### config.mk
export PLATFORM = sky130hd
export DESIGN_NAME = data_case_classifier_flat
export DESIGN_NICKNAME = d
export VERILOG_FILES = /design/src/rtl/data_case_classifier_if.sv /design/src/rtl/data_case_classifier.sv /design/src/flat_wrapper.sv
export SDC_FILE = /design/constraint.sdc
export NUM_CORES = 1
export LEC_CHECK = 0
export BUFFER_PORTS_ARGS = -buffer_cell sky130_fd_sc_hd__buf_2
export CAP_MARGIN = 40
export CORE_ASPECT_RATIO = 1.1
export CORE_MARGIN = 1.5
export CORE_UTILIZATION = 49
export DETAILED_ROUTE_END_ITERATION = 10
export HOLD_SLACK_MARGIN = 0.03
export PLACE_DENSITY_LB_ADDON = 0.15
export SYNTH_ARGS = -nofsm -noshare
export SYNTH_HDL_FRONTEND = slang
export SYNTH_SLANG_ARGS = --single-unit
### constraint.sdc
create_clock -name clock -period 3.1 [get_ports clock]
set_clock_uncertainty 0.05 [all_clocks]
set_input_delay 0.62 -clock clock [delete_from_list [all_inputs] [get_ports clock]]
set_output_delay 0.62 -clock clock [all_outputs]
set_load 0.05 [all_outputs]
### src/rtl/data_case_classifier_if.sv
// Stream bundle for data_case_classifier: upstream beat channel plus classified downstream channel.
// Latency: none (wires only).
// Backpressure: valid/ready on both sides; slave = classifier view, master = source/sink view.
interface data_case_classifier_if #(
    parameter int DSIZE = 8
);
    logic             in_valid;
    logic [DSIZE-1:0] in_data;
    logic             in_ready;
    logic             out_valid;
    logic [DSIZE-1:0] out_data;
    logic [1:0]       out_class;
    logic             out_ready;

    modport slave (
        input  in_valid, in_data, out_ready,
        output in_ready, out_valid, out_data, out_class
    );

    modport master (
        output in_valid, in_data, out_ready,
        input  in_ready, out_valid, out_data, out_class
    );
endinterface

### src/rtl/data_case_classifier.sv
// Tags each accepted beat with a 2-bit class (KEY0 -> 0, KEY1 -> 1, else 2) through a 2-entry skid buffer.
// Latency: beat accepted at edge N is presented from edge N onward (consumable in cycle N+1); 1 beat/cycle.
// Backpressure: in_ready is registered from buffer occupancy only; drops to 0 once two beats are held.
//
// Ports: clock, rst_n (async active-low); bus (slave modport: in_valid/in_data/in_ready,
// out_valid/out_data/out_class/out_ready); clr (sync counter clear); cnt0/cnt1/cnt2 (per-class
// delivered beats, saturating). Macro DATA_CASE_CLASSIFIER_CNT_EN enables the counters; when it
// is undefined the counters read 0 and clr is ignored.
module data_case_classifier #(
    parameter int               DSIZE = 8,
    parameter logic [DSIZE-1:0] KEY0  = DSIZE'(1),
    parameter logic [DSIZE-1:0] KEY1  = DSIZE'(2)
) (
    input  logic                   clock,
    input  logic                   rst_n,
    data_case_classifier_if.slave  bus,
    input  logic                   clr,
    output logic [15:0]            cnt0,
    output logic [15:0]            cnt1,
    output logic [15:0]            cnt2
);

    typedef enum logic [1:0] {
        EMPTY = 2'd0,
        ONE   = 2'd1,
        FULL  = 2'd2
    } state_t;

    state_t           state_q;
    logic [DSIZE-1:0] e0_dat_q;
    logic [1:0]       e0_cls_q;
    logic [DSIZE-1:0] e1_dat_q;
    logic [1:0]       e1_cls_q;
    logic             out_valid_q;
    logic             in_ready_q;

    logic [1:0]       in_cls_d;
    logic             in_hs;
    logic             out_hs;

    // KEY0 is tested first so it wins when both keys are equal.
    always_comb begin
        in_cls_d = 2'd2;
        if (bus.in_data == KEY0) begin
            in_cls_d = 2'd0;
        end else if (bus.in_data == KEY1) begin
            in_cls_d = 2'd1;
        end
    end

    assign in_hs  = bus.in_valid & in_ready_q;
    assign out_hs = out_valid_q & bus.out_ready;

    assign bus.in_ready  = in_ready_q;
    assign bus.out_valid = out_valid_q;
    assign bus.out_data  = e0_dat_q;
    assign bus.out_class = e0_cls_q;

    // Occupancy FSM; handshake flags are registered alongside the state so in_ready never
    // sees out_ready combinationally.
    always_ff @(posedge clock or negedge rst_n) begin
        if (!rst_n) begin
            state_q     <= EMPTY;
            e0_dat_q    <= '0;
            e0_cls_q    <= 2'd0;
            e1_dat_q    <= '0;
            e1_cls_q    <= 2'd0;
            out_valid_q <= 1'b0;
            in_ready_q  <= 1'b1;
        end else begin
            case (state_q)
                EMPTY: begin
                    if (in_hs) begin
                        e0_dat_q    <= bus.in_data;
                        e0_cls_q    <= in_cls_d;
                        state_q     <= ONE;
                        out_valid_q <= 1'b1;
                        in_ready_q  <= 1'b1;
                    end
                end
                ONE: begin
                    if (in_hs && out_hs) begin
                        // Head leaves while the new beat arrives: new beat becomes the head.
                        e0_dat_q <= bus.in_data;
                        e0_cls_q <= in_cls_d;
                    end else if (in_hs) begin
                        e1_dat_q   <= bus.in_data;
                        e1_cls_q   <= in_cls_d;
                        state_q    <= FULL;
                        in_ready_q <= 1'b0;
                    end else if (out_hs) begin
                        state_q     <= EMPTY;
                        out_valid_q <= 1'b0;
                    end
                end
                FULL: begin
                    // in_ready is low here, so only the output side can move.
                    if (out_hs) begin
                        e0_dat_q   <= e1_dat_q;
                        e0_cls_q   <= e1_cls_q;
                        state_q    <= ONE;
                        in_ready_q <= 1'b1;
                    end
                end
                default: begin
                    state_q     <= EMPTY;
                    out_valid_q <= 1'b0;
                    in_ready_q  <= 1'b1;
                end
            endcase
        end
    end

`ifdef DATA_CASE_CLASSIFIER_CNT_EN
    logic [15:0] cnt0_q;
    logic [15:0] cnt1_q;
    logic [15:0] cnt2_q;

    // Counts delivered beats by the class on the output; clr outranks a same-cycle increment.
    always_ff @(posedge clock or negedge rst_n) begin
        if (!rst_n) begin
            cnt0_q <= 16'h0;
            cnt1_q <= 16'h0;
            cnt2_q <= 16'h0;
        end else if (clr) begin
            cnt0_q <= 16'h0;
            cnt1_q <= 16'h0;
            cnt2_q <= 16'h0;
        end else if (out_hs) begin
            case (e0_cls_q)
                2'd0: if (cnt0_q != 16'hFFFF) cnt0_q <= cnt0_q + 16'd1;
                2'd1: if (cnt1_q != 16'hFFFF) cnt1_q <= cnt1_q + 16'd1;
                2'd2: if (cnt2_q != 16'hFFFF) cnt2_q <= cnt2_q + 16'd1;
                default: ;
            endcase
        end
    end

    assign cnt0 = cnt0_q;
    assign cnt1 = cnt1_q;
    assign cnt2 = cnt2_q;
`else
    logic unused_clr;
    assign unused_clr = clr;
    assign cnt0 = 16'h0;
    assign cnt1 = 16'h0;
    assign cnt2 = 16'h0;
`endif

endmodule
### src/flat_wrapper.sv
// flat-port wrapper written by rule: the top's interface ports become plain ports
module data_case_classifier_flat 
#(
    parameter int               DSIZE = 8,
    parameter logic [DSIZE-1:0] KEY0  = DSIZE'(1),
    parameter logic [DSIZE-1:0] KEY1  = DSIZE'(2)
)
  (clock, rst_n, clr, cnt0, cnt1, cnt2, bus_in_valid, bus_in_data, bus_out_ready, bus_in_ready, bus_out_valid, bus_out_data, bus_out_class);
  data_case_classifier_if #(.DSIZE(DSIZE)) bus_i ();
  input  logic clock;
  input  logic rst_n;
  input  logic clr;
  output logic [15:0] cnt0;
  output logic [15:0] cnt1;
  output logic [15:0] cnt2;
  input wire logic [$bits(bus_i.in_valid)-1:0] bus_in_valid;
  input wire logic [$bits(bus_i.in_data)-1:0] bus_in_data;
  input wire logic [$bits(bus_i.out_ready)-1:0] bus_out_ready;
  output wire logic [$bits(bus_i.in_ready)-1:0] bus_in_ready;
  output wire logic [$bits(bus_i.out_valid)-1:0] bus_out_valid;
  output wire logic [$bits(bus_i.out_data)-1:0] bus_out_data;
  output wire logic [$bits(bus_i.out_class)-1:0] bus_out_class;
  assign bus_i.in_valid = bus_in_valid;
  assign bus_i.in_data = bus_in_data;
  assign bus_i.out_ready = bus_out_ready;
  assign bus_in_ready = bus_i.in_ready;
  assign bus_out_valid = bus_i.out_valid;
  assign bus_out_data = bus_i.out_data;
  assign bus_out_class = bus_i.out_class;
  data_case_classifier #(.DSIZE(DSIZE), .KEY0(KEY0), .KEY1(KEY1)) u_core (.clock(clock), .rst_n(rst_n), .bus(bus_i), .clr(clr), .cnt0(cnt0), .cnt1(cnt1), .cnt2(cnt2));
endmodule
==> summary.md, run 1 <==
| Metric | Value |
|---|---|
| Outcome | `completed` |
| Cell Count, Final, Fillers Out | `190` |
| HPWL after DPL | `1660 µm` |
| Layout area overhead | `0.743%` |
| Critical setup path kind | `reg -> reg` |
| CP peak stage delay | `700 ps` |
| Antenna Nets Post-Route | `0` |
| Antenna cells | `0` |
| CP endpoint kind | `register` |
| CTS hold repair buffers | `0` |
| Latest clock arrival within the worst-skew pair | `310 ps` |
| Max Cap Violations | `0` |
| Yosys reg bits | `24` |
| CP Launch Type | `register` |
| Setup TNS | `0 ps` |
| CTS tree | `yes` |
| Vias per cell | `4.70` |
| FP Rows | `20` |
| Worst EP arrival | `2260 ps` |
| DR WL met2 | `1110 µm` |
| CTS resizes | `0` |
| R2R depth | `3` |
| Syn. warnings | `0` |
| Hold Violations, Final | `0` |
| Initial antenna violation count | `0` |
| Largest net degree at the start of global routing | `25` |
| DRC | `0` |
| Gr usage total | `12.8%` |
| DRT Pass-1 Iters | `4` |
| Post-placement setup slack | `1050 ps` |
| Fmax | `474 MHz` |
| Worst Tran Pin Value | `797 ps` |
| Pwr per Cell Area | `782 nW/µm²` |
| Crit path time final | `2110 ps` |
| Vias | `893` |
| Nets | `171` |
| Number of global-route vias before repair | `766` |
| Clock sinks | `24` |
| # fillers | `269` |
| Final setup fails | `0` |
| LEAKAGE | `0.797 nW` |
| Total grt overflow | `0` |
| Slowest CP cell | `nor2b_1` |
| Input/output buffers | `23` |
| Cells after synthesis | `134` |
| DR top layer | `met4` |
| Max_slew headroom | `46.7%` |
| Syn Area/Cell | `11.3 µm²` |
| Synth Flop Type | `dfrtp_1` |
| CTS clk-pin slew, worst paths | `140 ps` |
| Synth unique cells | `33` |
| Final period utilization | `68.1%` |
| Die Wd | `56.0 µm` |
| H-tree depth | `1` |
| Most used cell, CP | `mux2_2` |
| Avg WL per Cell | `11.5 µm` |
| Post-synthesis sequential area ratio | `39.7%` |
| CP Cell Sequence | `nor2b_1 > mux2_2 > mux2_2` |
| TritonCTS buffer count | `3` |
| Fin. max-slew vios | `0` |
| Worst setup startpoint | `u_core.state_q[1]` |
| Layout cell share with drive strength beyond 1 | `36.3%` |
| Worst setup endpoint | `u_core.bus.out_data[0]` |
| Starting Density | `53.1%` |
| Root buffer cell | `clkbuf_4` |
| Worst r2r dst | `u_core.bus.out_data[0]` |
| Met3 WL | `142 µm` |
| Placed cells | `186` |
| Core area | `2850 µm²` |
| Post-synth ARST share | `100%` |
| Clock buffer depth | `2` |
| Die Ht | `61.3 µm` |
| DIE AREA | `3440 µm²` |
| Number of synthesized flops with an enable pin | `0` |
| Worst reg2reg setup slack | `990 ps` |
| Critical R2R Launch | `u_core.state_q[1]` |
| Starting DRT DRC Count | `16` |
| Unrepaired setup endpoints after global routing | `no` |
| I/O pins | `73` |
| Final WS setup | `988 ps` |
| VDD IR max | `0.554 mV` |
| Mapped Area | `1520 µm²` |
| WP data required | `3250 ps` |
| Post-Route WL | `2180 µm` |
| Gpl congestion | `0.754` |
| Post-route core utilization | `53.5%` |
| Worst Hold Class | `in -> async` |
| First-pass GRT wire length | `3460 µm` |
| # Post-CTS Setup Buffers | `0` |
| Critical path peak fanout | `11` |
| Routed length on met1 | `918 µm` |
-- cell families (layout without fill, tap and decap cells) --
logic type / Yosys count / after routing / share of synthesized area (%)
compound gates: 12 / 12 / 7.43
xor+xnor: 1 / 1 / 0.578
buf+inv: 53 / 29 / 25.2
flops: 24 / 24 / 39.7
mux: 28 / 28 / 20.6
other cells: 1 / 48 / 0.247
simple gates: 15 / 15 / 6.20
-- layout by cell type, fill, tap and decap left out, drive strengths merged --
cell type,n
conb,48
mux2,26
buf,23
dfrtp,23
clkbuf,3
nand2,2
inv,2
and3b,2
mux2i,2
nor2,2
o21ai,2
a21boi,2
nor2b,1
nand4b,1
o31ai,1
nand2b,1
nor4,1
nor4b,1
a31oi,1
nand4,1
a21bo,1
a211o,1
xor2,1
nand3,1
and2,1
o32a,1
a21oi,1
o22ai,1
nor3b,1
a41oi,1
bufinv,1
dfstp,1
-- worst min path at each step --
stage               slack (ps)  depth (start not counted)                 endpoint          startpoint
floorplan                  270                          0  u_core.bus.out_class[0]               rst_n
global placement           420                          1       u_core.e1_cls_q[0]  u_core.e1_cls_q[0]
detailed placement         420                          1       u_core.e1_cls_q[0]  u_core.e1_cls_q[0]
CTS                        220                          1  u_core.bus.out_class[0]               rst_n
global route               240                          1  u_core.bus.out_class[0]               rst_n
finish                     200                          1  u_core.bus.out_class[0]               rst_n
-- critical path, delay by kind of cell (launching register included) --
kind / cells / cell delay, ps
flops: 1 / 580
mux: 2 / 670
simple gates: 1 / 700
-- power breakdown --
group | switching (W) | internal (W) | total (W)
Sequential | 0.0000407 | 0.000406 | 0.000447
Clock | 0.0000911 | 0.000131 | 0.000222
Combinational | 0.000407 | 0.000117 | 0.000524
Total | 0.000539 | 0.000654 | 0.00119
-- cells in the mapped netlist, drive strengths merged (2+ instances only) --
| cell | instances | share of area, % |
|---|---|---|
| buf | 50 | 24 |
| mux2i | 2 | 1.3 |
| inv | 2 | 0.50 |
| and3b | 2 | 1.2 |
| o21ai | 2 | 0.66 |
| a21boi | 2 | 1.7 |
| nor2 | 2 | 0.50 |
| nand2 | 2 | 0.50 |
| mux2 | 26 | 19 |
| dfrtp | 23 | 38 |
-- area by class of cell --
type                            count  area, µm²  area share, %
Multi-Input combinational cell    104        708           46.4
Inverter                            2       7.51          0.492
Tap cell                           33       41.3           2.70
Timing Repair Buffer               23        115           7.54
Sequential cell                    24        602           39.4
Clock inverter                      1       30.0           1.97
Clock buffer                        3       22.5           1.48
-- metal layers --
| layer | up-vias | track usage [%] |
|---|---|---|
| met5 | - | 0 |
| met4 | 0 | 5.10 |
| met3 | 2 | 1.47 |
| met2 | 40 | 22.7 |
| met1 | 432 | 16.5 |
| li1 | 419 | - |
-- sequential cells by signal, summed over array words and instances (netlist names) --
name / cells
u_core.bus.in_ready: 1
u_core.bus.out_class: 2
u_core.e1_dat_q: 8
u_core.bus.out_valid: 1
u_core.e1_cls_q: 2
u_core.state_q: 2
u_core.bus.out_data: 8
-- through the flow --
stage	area (µm²)	hold WS [ps]	power (W)
finish	1530	200	0.00119
global route	1530	242	0.00125
CTS	1530	223	0.00121
detailed placement	1470	422	0.000983
global placement	1470	417	0.000973
floorplan	1690	274	0.000931
No activity file was read; power rests on OpenSTA's default activity.
==> inputs of run 2 (changes only) <==
Settings changed: CORE_UTILIZATION 49 to 46.
Clock period 3.1 ns to 1.95 ns, I/O delays scaled along.
==> run 2 against run 1 <==
  * The run now ends with design-rule violations left
  * Register-to-register slack worse by 820 ps
  * Die area is 6.2% higher
  * Count of clock-buffer cells in the layout unchanged
  * Clock power rose by 59%
  * Cell area rose by 2.7%
  * Fmax up 19%
  * Highest routed layer unchanged
==> summary.md, run 2 (synthesis results as in run 1) <==
| Metric | Value |
|---|---|
| Pwr per Cell Area | `1210 nW/µm²` |
| VDD IR max | `0.982 mV` |
| DRT Pass-1 Iters | `9` |
| CTS clk-pin slew, worst paths | `140 ps` |
| Number of global-route vias before repair | `774` |
| Worst hold stages | `2` |
| Worst reg2reg setup slack | `170 ps` |
| Crit-path leading delay family | `simple AND/OR/NAND/NOR gates` |
| Unrepaired setup endpoints after global routing | `no` |
| TritonCTS buffer count | `3` |
| HPWL after DPL | `1650 µm` |
| Starting Density | `48.9%` |
| CP endpoint kind | `register` |
| Failing checks | `design-rule violations` |
| Clock buffer depth | `2` |
| Fin. max-slew vios | `0` |
| Worst r2r dst | `u_core.e1_dat_q[0]` |
| WP data required | `2100 ps` |
| Outcome | `finished, violations left` |
| Most frequent cells in the layout | `48 x conb_1, 26 x mux2_2, 23 x buf_2, 23 x dfrtp_1, 4 x buf_4` |
| Core area | `3100 µm²` |
| Fmax | `562 MHz` |
| DRC | `18` |
| Final period utilization | `91.3%` |
| CTS resizes | `0` |
| R2R depth | `3` |
| Input/output buffers | `23` |
| Critical setup path kind | `reg -> reg` |
| Post-route core utilization | `50.6%` |
| Worst EP arrival | `1930 ps` |
| Worst Tran Pin Value | `552 ps` |
| LEAKAGE | `0.823 nW` |
| Nets | `176` |
| Antenna Nets Post-Route | `0` |
| Crit path time final | `1780 ps` |
| Latest clock arrival within the worst-skew pair | `310 ps` |
| Largest net degree at the start of global routing | `25` |
| Total grt overflow | `0` |
| Die Wd | `57.7 µm` |
| Placed cells | `191` |
| H-tree depth | `1` |
| Die Ht | `63.2 µm` |
| Max_slew headroom | `63.2%` |
| FP Rows | `21` |
| Slowest CP cell | `dfrtp_1` |
| First-pass GRT wire length | `3570 µm` |
| Setup TNS | `0 ps` |
| DIE AREA | `3650 µm²` |
| Hold EP | `u_core.e1_dat_q[4]` |
| CP Cell Sequence | `and3b_1 > nand2_1 > mux2_2` |
| I/O pins | `73` |
| CTS hold repair buffers | `1` |
| Critical path peak fanout | `11` |
| CP Launch Type | `register` |
| Vias per cell | `4.56` |
| Post-Route WL | `2200 µm` |
| Gpl congestion | `0.768` |
| Hold path startpoint | `bus_in_data[4]` |
| Critical R2R Launch | `u_core.state_q[1]` |
| Layout cell share with drive strength beyond 1 | `37.7%` |
| Layout area overhead | `3.47%` |
| Avg WL per Cell | `11.2 µm` |
| Antenna cells | `0` |
| Final setup fails | `0` |
| Root buffer cell | `clkbuf_4` |
| Max Cap Violations | `0` |
| Worst Hold Class | `in -> reg` |
| CP peak stage delay | `580 ps` |
| Crit path buf inv count | `0` |
| Gr usage total | `12.8%` |
| Cell Count, Final, Fillers Out | `196` |
| Initial antenna violation count | `0` |
| CTS tree | `yes` |
| # Post-CTS Setup Buffers | `0` |
| Hold Violations, Final | `0` |
| Most common library cell in the layout ignoring fill and taps | `conb_1` |
| Clock sinks | `24` |
| Starting DRT DRC Count | `36` |
| Vias | `893` |
-- run 2: cell types whose count changed in the layout (fill, tap and decap cells not counted) --
cell / previous run / this run
dlygate4sd3_1: 0 / 1
buf_4: 0 / 4
-- run 2: worst register-to-register path, cell delays in order (launching register included) --
cell and delay (ps):
dfrtp_1 580, and3b_1 270, nand2_1 390, mux2_2 390
-- run 2: worst max-delay path by stage --
stage	start	end	depth (start not counted)
floorplan	u_core.bus.out_valid	u_core.bus.out_class[1]	3
CTS	u_core.state_q[1]	u_core.e1_dat_q[0]	3
finish	u_core.state_q[1]	u_core.e1_dat_q[0]	3
detailed placement	u_core.state_q[1]	u_core.e1_dat_q[0]	3
global placement	u_core.state_q[1]	u_core.e1_dat_q[0]	3
global route	u_core.state_q[1]	u_core.e1_dat_q[0]	3
-- run 2: layout make-up --
class,instances,area (µm²)
Inverter,2,7.51
Fill cell,271,1530
Timing Repair Buffer,28,155
Multi-Input combinational cell,104,708
Tap cell,34,42.5
Clock buffer,3,22.5
Sequential cell,24,602
Clock inverter,1,30.0
-- run 2: where the power goes --
group / switching, W / total, W / internal, W
Clock: 0.000146 / 0.000354 / 0.000208
Combinational: 0.000648 / 0.000836 / 0.000188
Sequential: 0.0000678 / 0.000714 / 0.000646
-- run 2: metal layers --
layer  up-vias  track usage (%)  share of wire [%]
met3         2             2.67                6.9
met5         -                0                  0
met1       424             16.1                 41
li1        419                -                  -
met4         0             5.23               0.91
met2        48             21.2                 51
-- run 2: through the flow --
step / area [µm²] / hold slack (ps) / power, W / setup WS (ps)
after CTS: 1570 / 263 / 0.00192 / 159
after floorplan: 1690 / 44.4 / 0.00148 / 107
final: 1570 / 273 / 0.00190 / 170
after global placement: 1510 / 355 / 0.00155 / 207
after detailed placement: 1510 / 361 / 0.00157 / 181
after global routing: 1570 / 252 / 0.00200 / 57.7
